[src/rtl/yin_diff_sweep.sv]
// YIN difference-function engine: sweeps tau over [tau_min, tau_max] and streams d(tau) results.
// Define YIN_MIN_TRACK_EN to track the minimum d over the sweep on min_tau/min_value.
module yin_diff_sweep #(
    parameter int DATA_WIDTH       = 16,
    parameter int WINDOW_SIZE_BITS = 8,
    parameter int MAX_TAU          = 40,
    parameter int TAU_BITS         = 6,
    parameter int ADDR_BITS        = 9,
    parameter int ACC_WIDTH        = 48
) (
    input  logic                  clk,
    input  logic                  reset,
    input  logic                  start,
    input  logic [TAU_BITS-1:0]   tau_min,
    input  logic [TAU_BITS-1:0]   tau_max,
    output logic [ADDR_BITS-1:0]  rd_addr_a,
    output logic [ADDR_BITS-1:0]  rd_addr_b,
    input  logic [DATA_WIDTH-1:0] rd_data_a,
    input  logic [DATA_WIDTH-1:0] rd_data_b,
    output logic                  busy,
    output logic                  done,
    output logic                  d_valid,
    input  logic                  d_ready,
    output logic [TAU_BITS-1:0]   d_tau,
    output logic [ACC_WIDTH-1:0]  d_value,
    output logic [TAU_BITS-1:0]   min_tau,
    output logic [ACC_WIDTH-1:0]  min_value,
    output logic [2:0]            dbg_state
);

    // Result handshake: a result transfers on a rising edge where d_valid and d_ready are both
    // high; while d_valid is high and d_ready low, d_tau and d_value are held unchanged.

    typedef enum logic [2:0] {S_IDLE, S_RUN, S_DRAIN, S_EMIT, S_FIN} state_t;

    localparam logic [WINDOW_SIZE_BITS-1:0] J_LAST    = '1;
    localparam logic [TAU_BITS-1:0]         MAX_TAU_T = TAU_BITS'(MAX_TAU);
    localparam int SW = ((ACC_WIDTH > 2*DATA_WIDTH) ? ACC_WIDTH : 2*DATA_WIDTH) + 1;
    localparam logic [SW-1:0] ACC_MAX = {{(SW-ACC_WIDTH){1'b0}}, {ACC_WIDTH{1'b1}}};

    state_t state, state_nx;

    logic [TAU_BITS-1:0]         tau, tau_last, tau_max_clamped;
    logic [WINDOW_SIZE_BITS-1:0] j;
    logic [1:0]                  drain_cnt;
    logic                        accept, drain_done, xfer;
    logic                        v1, v2, v3;
    logic [DATA_WIDTH-1:0]       diff;
    logic [2*DATA_WIDTH-1:0]     sq;
    logic [ACC_WIDTH-1:0]        acc;
    logic [SW-1:0]               acc_sum;

    assign tau_max_clamped = (tau_max > MAX_TAU_T) ? MAX_TAU_T : tau_max;
    assign rd_addr_a = {{(ADDR_BITS-WINDOW_SIZE_BITS){1'b0}}, j};
    assign rd_addr_b = rd_addr_a + {{(ADDR_BITS-TAU_BITS){1'b0}}, tau};
    assign busy      = (state == S_RUN) || (state == S_DRAIN) || (state == S_EMIT);
    assign done      = (state == S_FIN);
    assign dbg_state = state;

    always_ff @(posedge clk) begin
        if (reset) state <= S_IDLE;
        else       state <= state_nx;
    end

    always_comb begin
        state_nx   = state;
        accept     = 1'b0;
        drain_done = 1'b0;
        xfer       = 1'b0;
        case (state)
            S_IDLE: begin
                if (start) begin
                    accept   = 1'b1;
                    state_nx = (tau_min > tau_max_clamped) ? S_FIN : S_RUN;
                end
            end
            S_RUN:   if (j == J_LAST) state_nx = S_DRAIN;
            S_DRAIN: begin
                // Four DRAIN edges: the last term reaches the accumulator on the third.
                if (drain_cnt == 2'd3) begin
                    drain_done = 1'b1;
                    state_nx   = S_EMIT;
                end
            end
            S_EMIT: begin
                if (d_valid && d_ready) begin
                    xfer     = 1'b1;
                    state_nx = (tau == tau_last) ? S_FIN : S_RUN;
                end
            end
            S_FIN:   state_nx = S_IDLE;
            default: state_nx = S_IDLE;
        endcase
    end

    assign acc_sum = {{(SW-ACC_WIDTH){1'b0}}, acc} + {{(SW-2*DATA_WIDTH){1'b0}}, sq};

    always_ff @(posedge clk) begin
        if (reset) begin
            tau       <= '0;
            tau_last  <= '0;
            j         <= '0;
            drain_cnt <= '0;
            v1        <= 1'b0;
            v2        <= 1'b0;
            v3        <= 1'b0;
            diff      <= '0;
            sq        <= '0;
            acc       <= '0;
            d_valid   <= 1'b0;
            d_tau     <= '0;
            d_value   <= '0;
        end else begin
            // v1..v3 follow each issued read through read, subtract and square stages.
            v1   <= (state == S_RUN);
            v2   <= v1;
            v3   <= v2;
            diff <= (rd_data_a >= rd_data_b) ? (rd_data_a - rd_data_b) : (rd_data_b - rd_data_a);
            sq   <= {{DATA_WIDTH{1'b0}}, diff} * {{DATA_WIDTH{1'b0}}, diff};

            if (v3) acc <= (acc_sum > ACC_MAX) ? '1 : acc_sum[ACC_WIDTH-1:0];

            if (state == S_RUN)   j <= j + 1'b1;
            if (state == S_DRAIN) drain_cnt <= drain_cnt + 2'd1;
            else                  drain_cnt <= '0;

            if (accept) begin
                tau      <= tau_min;
                tau_last <= tau_max_clamped;
                j        <= '0;
                acc      <= '0;
            end

            if (drain_done) begin
                d_valid <= 1'b1;
                d_tau   <= tau;
                d_value <= acc;
            end

            if (xfer) begin
                d_valid <= 1'b0;
                if (tau != tau_last) begin
                    tau <= tau + 1'b1;
                    acc <= '0;
                end
            end
        end
    end

`ifdef YIN_MIN_TRACK_EN
    logic min_first;

    always_ff @(posedge clk) begin
        if (reset) begin
            min_tau   <= '0;
            min_value <= '0;
            min_first <= 1'b0;
        end else if (accept) begin
            min_tau   <= '0;
            min_value <= '0;
            min_first <= 1'b1;
        end else if (xfer && (min_first || (d_value < min_value))) begin
            // Strict less-than keeps the earliest tau on ties.
            min_tau   <= d_tau;
            min_value <= d_value;
            min_first <= 1'b0;
        end
    end
`else
    assign min_tau   = '0;
    assign min_value = '0;
`endif

endmodule
[config.mk]
export PLATFORM = sky130hd
export DESIGN_NAME = yin_diff_sweep
export DESIGN_NICKNAME = d
export VERILOG_FILES = /design/src/rtl/yin_diff_sweep.sv
export SDC_FILE = /design/constraint.sdc
export NUM_CORES = 1
export LEC_CHECK = 0
export CAP_MARGIN = 40
export CORE_ASPECT_RATIO = 1.4
export CORE_MARGIN = 2
export CORE_UTILIZATION = 55
export CTS_CLUSTER_DIAMETER = 40
export DETAILED_ROUTE_END_ITERATION = 6
export PLACE_DENSITY_LB_ADDON = 0.15
export SLEW_MARGIN = 20
export SYNTH_ARGS = -nofsm -noshare
export SYNTH_HDL_FRONTEND = slang
export SYNTH_SLANG_ARGS = --single-unit
[constraint.sdc]
create_clock -name clk -period 7.35 [get_ports clk]
set_input_delay 1.47 -clock clk [delete_from_list [all_inputs] [get_ports clk]]
set_output_delay 1.47 -clock clk [all_outputs]
set_load 0.02 [all_outputs]
-- Yosys cells after proc, flatten, opt, wreduce, memory -nomap -nowiden
Cells that the tools add are included.
- bitwise logic cells: 1
- div/mod/pow operators: 0
- add/sub/neg operators: 7
- shifts and indexed selects: 0
- multiplexer cells: 23
- magnitude comparators: 4
- eq/ne operators: 12
- multipliers: 1
- reductions and logical operators: 8
- operators with widths (operator ; count):
    two-way mux 48 bit ; 5
    adder 48 x 32 -> 49 bit ; 1
    greater-than comparator 49 x 48 -> 1 bit, second input constant ; 1
    multiplier 16 x 16 -> 32 bit ; 1
    subtractor 16 bit ; 2
    two-way mux 6 bit ; 4
    two-way mux 3 bit ; 6
    greater-or-equal comparator 16 bit ; 1
    two-way mux 16 bit ; 1
    case mux 3 bit (4 select lines) ; 1
    adder 8 x 6 -> 9 bit ; 1
    adder 8 x 1 -> 8 bit, second input constant ; 1
    == test 8 bit, second input constant ; 1
    adder 6 x 1 -> 6 bit, second input constant ; 1
    == test 3 x 2 -> 1 bit, second input constant ; 2
    == test 6 bit ; 1
    greater-than comparator 6 bit ; 1
    greater-than comparator 6 bit, second input constant ; 1
    two-way mux 1 bit ; 6
    inequality test 2 bit, second input constant ; 3
    inequality test 6 bit ; 1
    OR reduction 2 bit ; 3
    AND reduction 4 bit ; 1
    == test 3 x 1 -> 1 bit, second input constant ; 1
    other kinds (8) ; 9
- word-level logic and storage cells: 70
- bits in latches: 0
- output and inout bits: 132
- input bits: 48
- RAM bits: 0
- register bits after elaboration: 179
- ROM bits: 0
- memories: 0

-- Logic depth before layout (Yosys ltp)
Gate-level depths: netlist of the first run.
- word-level depth: 7
- mapped depth: 25
- gate-level depth less buffers: 23

-- Least setup slack after synthesis of the first run
Ideal clock, no wire load.
- kind: register to register
- from: register diff[1]
- to: register sq[31]
- setup time: 0.121 ns
- period minus slack after synthesis: 6.230 ns
- path buffers: 2
- path slack: 1.120 ns
- data arrival time: 6.109 ns
- cell stages (with the launch flop): 23
- cells stage by stage: dfxtp_1 -> clkbuf_1 -> clkbuf_1 -> nand2_1 -> inv_1 -> fa_1 -> inv_1 -> fa_1 -> inv_1 -> fa_1 -> fa_1 -> fa_1 -> inv_1 -> fa_1 -> inv_1 -> ha_1 -> a211o_1 -> a2111oi_0 -> nor4b_1 -> o2111ai_1 -> nand3_1 -> a21oi_1 -> mux2_2
- word-level cells in the longest chain between the ends: 1
- ends and longest elaborated chain (what ; RTL line ; source):
    start: declaration ; 48 ; logic [DATA_WIDTH-1:0] diff;
    start signal: assignment ; 118 ; diff <= (rd_data_a >= rd_data_b) ? (rd_data_a - rd_data_b) : (rd_data_b - rd_data_a);
    multiplier 16 x 16 -> 32 bit ; 119 ; sq <= {{DATA_WIDTH{1'b0}}, diff} * {{DATA_WIDTH{1'b0}}, diff};
    end signal: assignment ; 119 ;
    end: declaration ; 49 ; logic [2*DATA_WIDTH-1:0] sq;
No other way between the ends.
A chain may end at the register's enable or synchronous reset.

-- Worst setup path after layout of the first run
- from: register diff[4]
- to: register sq[31]
The elaborated chain is that of the path after synthesis.

==> results of run 1 <==
## per-stage QoR
stage               utilization  instances
CTS                       0.622       2616
global route              0.622       2616
detailed placement        0.603       2584
finish                    0.622       2616
floorplan                     -       2193
global placement          0.601       2580
## flip-flops by register name, summed over array words and instances (netlist names)
name / flops
j: 8
d_value: 48
v3: 1
tau_last: 6
acc: 48
v1: 1
sq: 31
drain_cnt: 2
d_tau: 6
dbg_state: 3
diff: 16
v2: 1
tau: 6
d_valid: 1
## layer usage
layer,up-vias,share of wire,track usage
li1,7129,-,-
met1,6969,0.41,0.304
met2,352,0.52,0.474
met3,90,0.036,0.0269
met4,0,0.033,0.0991
met5,-,0,0
## final cells by class
cell class	instances	area, um^2
Clock buffer	19	433
Clock inverter	13	165
Fill cell	2827	12000
Inverter	320	1200
Multi-Input combinational cell	1552	12500
Sequential cell	178	3560
Tap cell	395	494
Timing Repair Buffer	139	1380
## worst max-delay path, delay by kind of cell (launching register included)
family | cells | cell delay [ns]
buffers and inverters | 6 | 0.64
and+or+nand+nor | 3 | 0.42
DFF | 1 | 0.83
AOI/OAI and AO/OA | 4 | 1.38
adders and majority gates | 7 | 3.11
muxes | 1 | 0.34
## cell usage in the layout (no fill, tap or decap), types with 49 or more instances in the layout
master	n
inv_1	320
nand2_1	244
ha_1	179
dfxtp_1	177
fa_1	167
a21oi_1	163
clkdlybuf4s50_1	123
nor2_1	106
o21ai_0	91
and2_1	58
conb_1	55
xnor2_1	49
## worst max-delay path by stage
stage / startpoint / end / slack [ns] / depth (start not counted)
2_1_floorplan: diff[1]$_SDFF_PP0_ / sq[31]$_SDFF_PP0_ / 1.12 / 22
3_3_place_gp: diff[4]$_SDFF_PP0_ / sq[31]$_SDFF_PP0_ / 0.64 / 21
3_5_place_dp: diff[4]$_SDFF_PP0_ / sq[31]$_SDFF_PP0_ / 0.53 / 21
4_1_cts: diff[4]$_SDFF_PP0_ / sq[31]$_SDFF_PP0_ / 0.54 / 21
5_1_grt: diff[3]$_SDFF_PP0_ / sq[29]$_SDFF_PP0_ / 0.15 / 21
6_report: diff[4]$_SDFF_PP0_ / sq[31]$_SDFF_PP0_ / 0.52 / 21
## power by group through the flow
stage	clock network, uW	registers (uW)	logic [uW]
floorplan	0	1140	2500
global placement	0	1210	3050
detailed placement	0	1210	3110
CTS	958	1190	3150
global route	986	1200	3620
finish	937	1190	3140
## cell families (layout without fill, tap and decap cells)
logic type	count (synthesis)	after routing	share of synthesized area
AOI/OAI and AO/OA	470	470	0.168
xor gates and xnor gates	81	81	0.0399
adders and majority gates	346	346	0.314
buffers and inverters	463	491	0.111
DFF	178	178	0.200
muxes	12	12	0.00752
other	1	55	0.000211
and+or+nand+nor	588	588	0.159
==> metrics.md, run 1 <==
| Metric | Value |
|---|---|
| Status | finished clean |
| Asr flop ratio synth | 0 |
| Post_cts resized | 0 |
| Internal power | 2880 uW |
| Final-stage net count | 2602 |
| Max Freq | 146 MHz |
| Number of flops mapped to enable cells by yosys | 0 |
| Hold Slack | 0.433 ns |
| Number of buffers created by CTS | 17 |
| Switch share | 0.453 |
| Netlist cell types | 87 |
| I/O Pins | 180 |
| Pwr Density | 267 nW/um^2 |
| RR Startpoint | diff[4]$_SDFF_PP0_ |
| Final instance area | 19700 um^2 |
| Clk pwr share | 0.178 |
| Period utilization | 0.929 |
| Area grow syn2layout | 10.7% |
| Hold Crit Class | reg -> reg |
| Seq pwr share | 0.226 |
| Worst Hold Launch | drain_cnt[0]$_SDFF_PP0_ |
| Reg2Reg Depth | 21 |
| Final setup violation count | 0 |
| Top cell type's share of synthesized area | 0.200 |
| Top cells by area, synth | dfxtp_1 (20%), fa_1 (19%), ha_1 (13%), inv_1 (6.8%), nand2_1 (5.2%) |
| Starting Density | 0.561 |
| Clk_skew | 0.0212 ns |
| Tmin final | 6.83 ns |
| Port bufs | 124 |
| Critical Path Most Common Cell | fa_1 |
| Initial DRC Count | 739 |
| Skew-Pair Late Insertion Delay | 0.46 ns |
| Routed wire length | 41.9 mm |
| Critical path arrival | 7.17 ns |
| CP Max Fanout | 18 |
| H-tree depth | 4 |
| Synthesized area | 17800 um^2 |
| Vias/cell | 5.56 |
| Post-placement cell area | 19100 um^2 |
| Post-DP HPWL | 33.7 mm |
| Avg Cell Area, Syn | 8.32 um^2 |
| Max IR drop VDD | 208 uV |
| CTS tree | yes |
| Least-Margin Pin Slew | 0.819 ns |
| Unrepaired setup endpoints after global routing | no |
| Max incr delay on CP | 0.83 ns |
| Clk root buf | clkbuf_16 |
| Slew margin rel. | 0.453 |
| Commonest cells post-synth | inv_1 (320), nand2_1 (245), ha_1 (179), dfxtp_1 (178), fa_1 (167) |
| Cell Rows | 77 |
| WS Path Type | reg -> reg |
| Post-synth top area cell | dfxtp_1 |
| Final hold vios | 0 |
| Post-CTS Setup Inserts | 0 |
| Ys flop type | dfxtp_1 |
| Most frequent cell after synthesis | inv_1 |
| Worst Hold Depth | 1 |
| Hold endpoint | drain_cnt[0]$_SDFF_PP0_ |
| Share of cells above drive strength 1 | 0.0360 |
| DR pass1 iterations | 5 |
| Worst setup SP type | register |
| R2r setup slk | 0.52 ns |
| Worst-path clk slew | 0.07 ns |
| Routed Antenna Nets | 0 |
| Post-synthesis sequential area ratio | 0.200 |
| Number of synthesized register bits | 178 |
| Hold-fix buffers, CTS | 0 |
| Remaining Overflow, GRT | 0 |
| DR vias | 14500 |
| Global Route Usage Sum | 0.257 |
| DR WL/cell | 16.0 um |
| Slew Viols, Final | 0 |
| Max-capacitance violation count | 0 |
| Number of global-route vias before repair | 14700 |
| Pin count of the biggest net entering global routing | 75 |
| Setup tns final | 0 ns |
| Pwr Total | 5260 uW |
| Place WS | 0.532 ns |
| First-pass GRT wire length | 70.5 mm |
| Slowest stage cell on the critical path | dfxtp_1 |
| Die area | 33800 um^2 |
| Maximum clock path buffer count | 2 |
| Gate power share | 0.596 |
| Die Ht | 217 um |
| Critical Path RT | 7.69 ns |
| Initial antenna violation count | 0 |
| Synthesized instance count | 2139 |
| Pleak | 0.00939 uW |
| Clock sink total | 178 |
| R2R Path End | sq[31]$_SDFF_PP0_ |
| P_sw | 2380 uW |
| Gpl congestion | 0.934 |
| Synth warn | 0 |
| Critical Path End Type | register |
| Die width | 156 um |
| Final WS setup | 0.522 ns |
| ANT cells | 0 |
| Core ar. | 31700 um^2 |
| # DRC | 0 |
| Critical path, cell by cell | nand2_1 > inv_1 > fa_1 > inv_1 > fa_1 > inv_1 > fa_1 > fa_1 > fa_1 > inv_1 > fa_1 > inv_1 > ha_1 > a211o_1 > a2111oi_0 > buf_4 > nor4b_1 > o2111ai_1 > nand3_1 > a21oi_1 > mux2_2 |
(Power assumes the default switching activity.)
==> run 2, diff against run 1 <==
- CORE_UTILIZATION: 55 -> 59
==> metrics.md, run 2 (synthesis gave the netlist of run 1 again) <==
| Metric | Value |
|---|---|
| Pin count of the biggest net entering global routing | 73 (was 75) |
| CP Buf/Inv Count | 5 (was 6) |
| DR pass1 iterations | 5 (unchanged) |
| Remaining Overflow, GRT | 0 (unchanged) |
| Maximum clock path buffer count | 2 (unchanged) |
| Worst Hold Launch | drain_cnt[0]$_SDFF_PP0_ (unchanged) |
| Unrepaired setup endpoints after global routing | no (unchanged) |
| I/O Pins | 180 (unchanged) |
| Initial antenna violation count | 0 (unchanged) |
| Final hold vios | 0 (unchanged) |
| RR Startpoint | diff[3]$_SDFF_PP0_ (was diff[4]$_SDFF_PP0_) |
| Final-stage net count | 2602 (unchanged) |
| Die Ht | 209 um (was 217 um) |
| Routed wire length | 42.3 mm (was 41.9 mm) |
| Critical Path RT | 7.65 ns (was 7.69 ns) |
| Number of global-route vias before repair | 14600 (was 14700) |
| R2R Path End | sq[29]$_SDFF_PP0_ (was sq[31]$_SDFF_PP0_) |
| Hold Crit Class | reg -> reg (unchanged) |
| Final Util | 0.660 (was 0.622) |
| Clk root buf | clkbuf_16 (unchanged) |
| Core ar. | 29800 um^2 (was 31700 um^2) |
| DR WL/cell | 16.2 um (was 16.0 um) |
| Cell Rows | 75 (was 77) |
| Multi-input gate area | 12500 um^2 (unchanged) |
| First-pass GRT wire length | 70.2 mm (was 70.5 mm) |
| Max IR drop VDD | 229 uV (was 208 uV) |
| Critical path arrival | 7.25 ns (was 7.17 ns) |
| Top Registers | acc (48), d_value (48), sq (31) (unchanged) |
| Final std cells w/o fill | 2606 (was 2616) |
| Port bufs | 124 (unchanged) |
| Worst Hold Depth | 1 (unchanged) |
| Post-CTS Setup Inserts | 0 (unchanged) |
| Slew Viols, Final | 0 (unchanged) |
| R2r setup slk | 0.40 ns (was 0.52 ns) |
| FF/Latch Area | 3560 um^2 (unchanged) |
| ANT cells | 0 (unchanged) |
| Final setup violation count | 0 (unchanged) |
| Critical Path End Type | register (unchanged) |
| Hold endpoint | drain_cnt[0]$_SDFF_PP0_ (unchanged) |
| Number of buffers created by CTS | 17 (unchanged) |
| Placed Cells incl. Taps | 2573 (was 2584) |
| Clock sink total | 178 (unchanged) |
| Post_cts resized | 0 (unchanged) |
| DR vias | 14600 (was 14500) |
| Skew-Pair Late Insertion Delay | 0.45 ns (was 0.46 ns) |
| Period utilization | 0.945 (was 0.929) |
| Most common cell after layout, fill and taps aside | inv_1 (unchanged) |
| # DRC | 0 (unchanged) |
| Die width | 151 um (was 156 um) |
| CTS tree | yes (unchanged) |
| Hold Slack | 0.433 ns (about the same) |
| Gpl congestion | 0.975 (was 0.934) |
| Post-DP HPWL | 34.2 mm (was 33.7 mm) |
| Max-capacitance violation count | 0 (unchanged) |
| Max incr delay on CP | 0.69 ns (was 0.83 ns) |
| Least-Margin Pin Slew | 0.771 ns (was 0.819 ns) |
| Slowest stage cell on the critical path | nor4b_1 (was dfxtp_1) |
| CP delay by family, top | adder cells (unchanged) |
| Worst setup SP type | register (unchanged) |
| Share of cells above drive strength 1 | 0.0369 (was 0.0360) |
| Setup tns final | 0 ns (unchanged) |
| Tmin final | 6.95 ns (was 6.83 ns) |
| Critical path, cell by cell | inv_1 > nor2_1 > inv_1 > fa_1 > fa_1 > inv_1 > ha_1 > fa_1 > fa_1 > inv_1 > fa_1 > inv_1 > ha_1 > o21ai_0 > a21boi_0 > o21ai_0 > nor4b_1 > o2111ai_1 > a31oi_1 > o21a_1 > nor3_1 (was nand2_1 > inv_1 > fa_1 > inv_1 > fa_1 > inv_1 > fa_1 > fa_1 > fa_1 > inv_1 > fa_1 > inv_1 > ha_1 > a211o_1 > a2111oi_0 > buf_4 > nor4b_1 > o2111ai_1 > nand3_1 > a21oi_1 > mux2_2) |
| H-tree depth | 4 (unchanged) |
| Area grow syn2layout | 10.8% (was 10.7%) |
| Reg2Reg Depth | 21 (unchanged) |
| Pwr Density | 270 nW/um^2 (was 267 nW/um^2) |
| Pleak | 0.00940 uW (was 0.00939 uW) |
| WS Path Type | reg -> reg (unchanged) |
| Most frequent cells in the layout | inv_1 (320), nand2_1 (244), ha_1 (179) (unchanged) |
| Die area | 31600 um^2 (was 33800 um^2) |
| Final WS setup | 0.404 ns (was 0.522 ns) |
| Max Freq | 144 MHz (was 146 MHz) |
| Filler cells | 2637 (was 2827) |
| Initial DRC Count | 734 (was 739) |
| Status | finished clean (unchanged) |
| CP Max Fanout | 12 (was 18) |
| Vias/cell | 5.60 (was 5.56) |
| Clk_skew | 0.0175 ns (was 0.0212 ns) |
| Routed Antenna Nets | 0 (unchanged) |
| Place WS | 0.451 ns (was 0.532 ns) |
| Worst-path clk slew | 0.08 ns (was 0.07 ns) |
| Slew margin rel. | 0.481 (was 0.453) |
| Starting Density | 0.596 (was 0.561) |
| Hold-fix buffers, CTS | 0 (unchanged) |
| Global Route Usage Sum | 0.275 (was 0.257) |
[run 2: changes by cell type in the layout (fill, tap and decap cells not counted), sizes merged]
cell,change
clkbuf,-2
clkinv,+2
clkinvlp,+1
bufinv,-1
[run 2: worst register-to-register path, stage by stage, from the launching register on]
cell and delay [ns]:
dfxtp_1 0.62, inv_1 0.27, nor2_1 0.22, inv_1 0.09, fa_1 0.53, fa_1 0.52, inv_1 0.05, ha_1 0.31
fa_1 0.51, fa_1 0.55, inv_1 0.06, fa_1 0.54, inv_1 0.04, ha_1 0.32, o21ai_0 0.12, a21boi_0 0.34
o21ai_0 0.25, nor4b_1 0.69, o2111ai_1 0.31, a31oi_1 0.28, o21a_1 0.14, nor3_1 0.04
[run 2: layer usage]
metal | vias up | track usage | share of wire
met5 | - | 0 | 0
met4 | 0 | 0.106 | 0.034
met3 | 92 | 0.0280 | 0.034
met2 | 364 | 0.505 | 0.52
met1 | 6990 | 0.325 | 0.41
li1 | 7139 | - | -
[run 2: how the worst max path moves through the flow]
stage                             startpoint                 to  slack (ns)  cells after the start
after floorplan           diff[1]$_SDFF_PP0_  sq[31]$_SDFF_PP0_        1.12                     22
after global placement    diff[3]$_SDFF_PP0_  sq[31]$_SDFF_PP0_        0.71                     21
after detailed placement  diff[3]$_SDFF_PP0_  sq[31]$_SDFF_PP0_        0.45                     21
after CTS                 diff[3]$_SDFF_PP0_  sq[31]$_SDFF_PP0_        0.40                     21
after global routing      diff[9]$_SDFF_PP0_  sq[29]$_SDFF_PP0_        0.15                     21
final                     diff[3]$_SDFF_PP0_  sq[29]$_SDFF_PP0_        0.40                     21
[run 2: report_power, final]
| part | total, uW | switching [uW] | internal [uW] | leakage (uW) |
|---|---|---|---|---|
| clock | 943 | 452 | 491 | 0.000294 |
| sequential | 1190 | 124 | 1070 | 0.00145 |
| combinational | 3180 | 1880 | 1310 | 0.00766 |
| total | 5320 | 2450 | 2860 | 0.00940 |
[run 2: cell type report]
class | instances | share of cell area
sequential | 178 | 0.181
timing repair buffer | 139 | 0.0702
clock buffer | 17 | 0.0216
tap | 385 | 0.0244
clock inverter | 15 | 0.00952
multi-input combinational | 1552 | 0.632
inverter | 320 | 0.0610
[run 2: per-stage QoR]
step	power [uW]	area [um^2]
2_1_floorplan	3640	18000
3_3_place_gp	4290	19000
3_5_place_dp	4360	19100
4_1_cts	5340	19700
5_1_grt	5850	19700
6_report	5320	19700
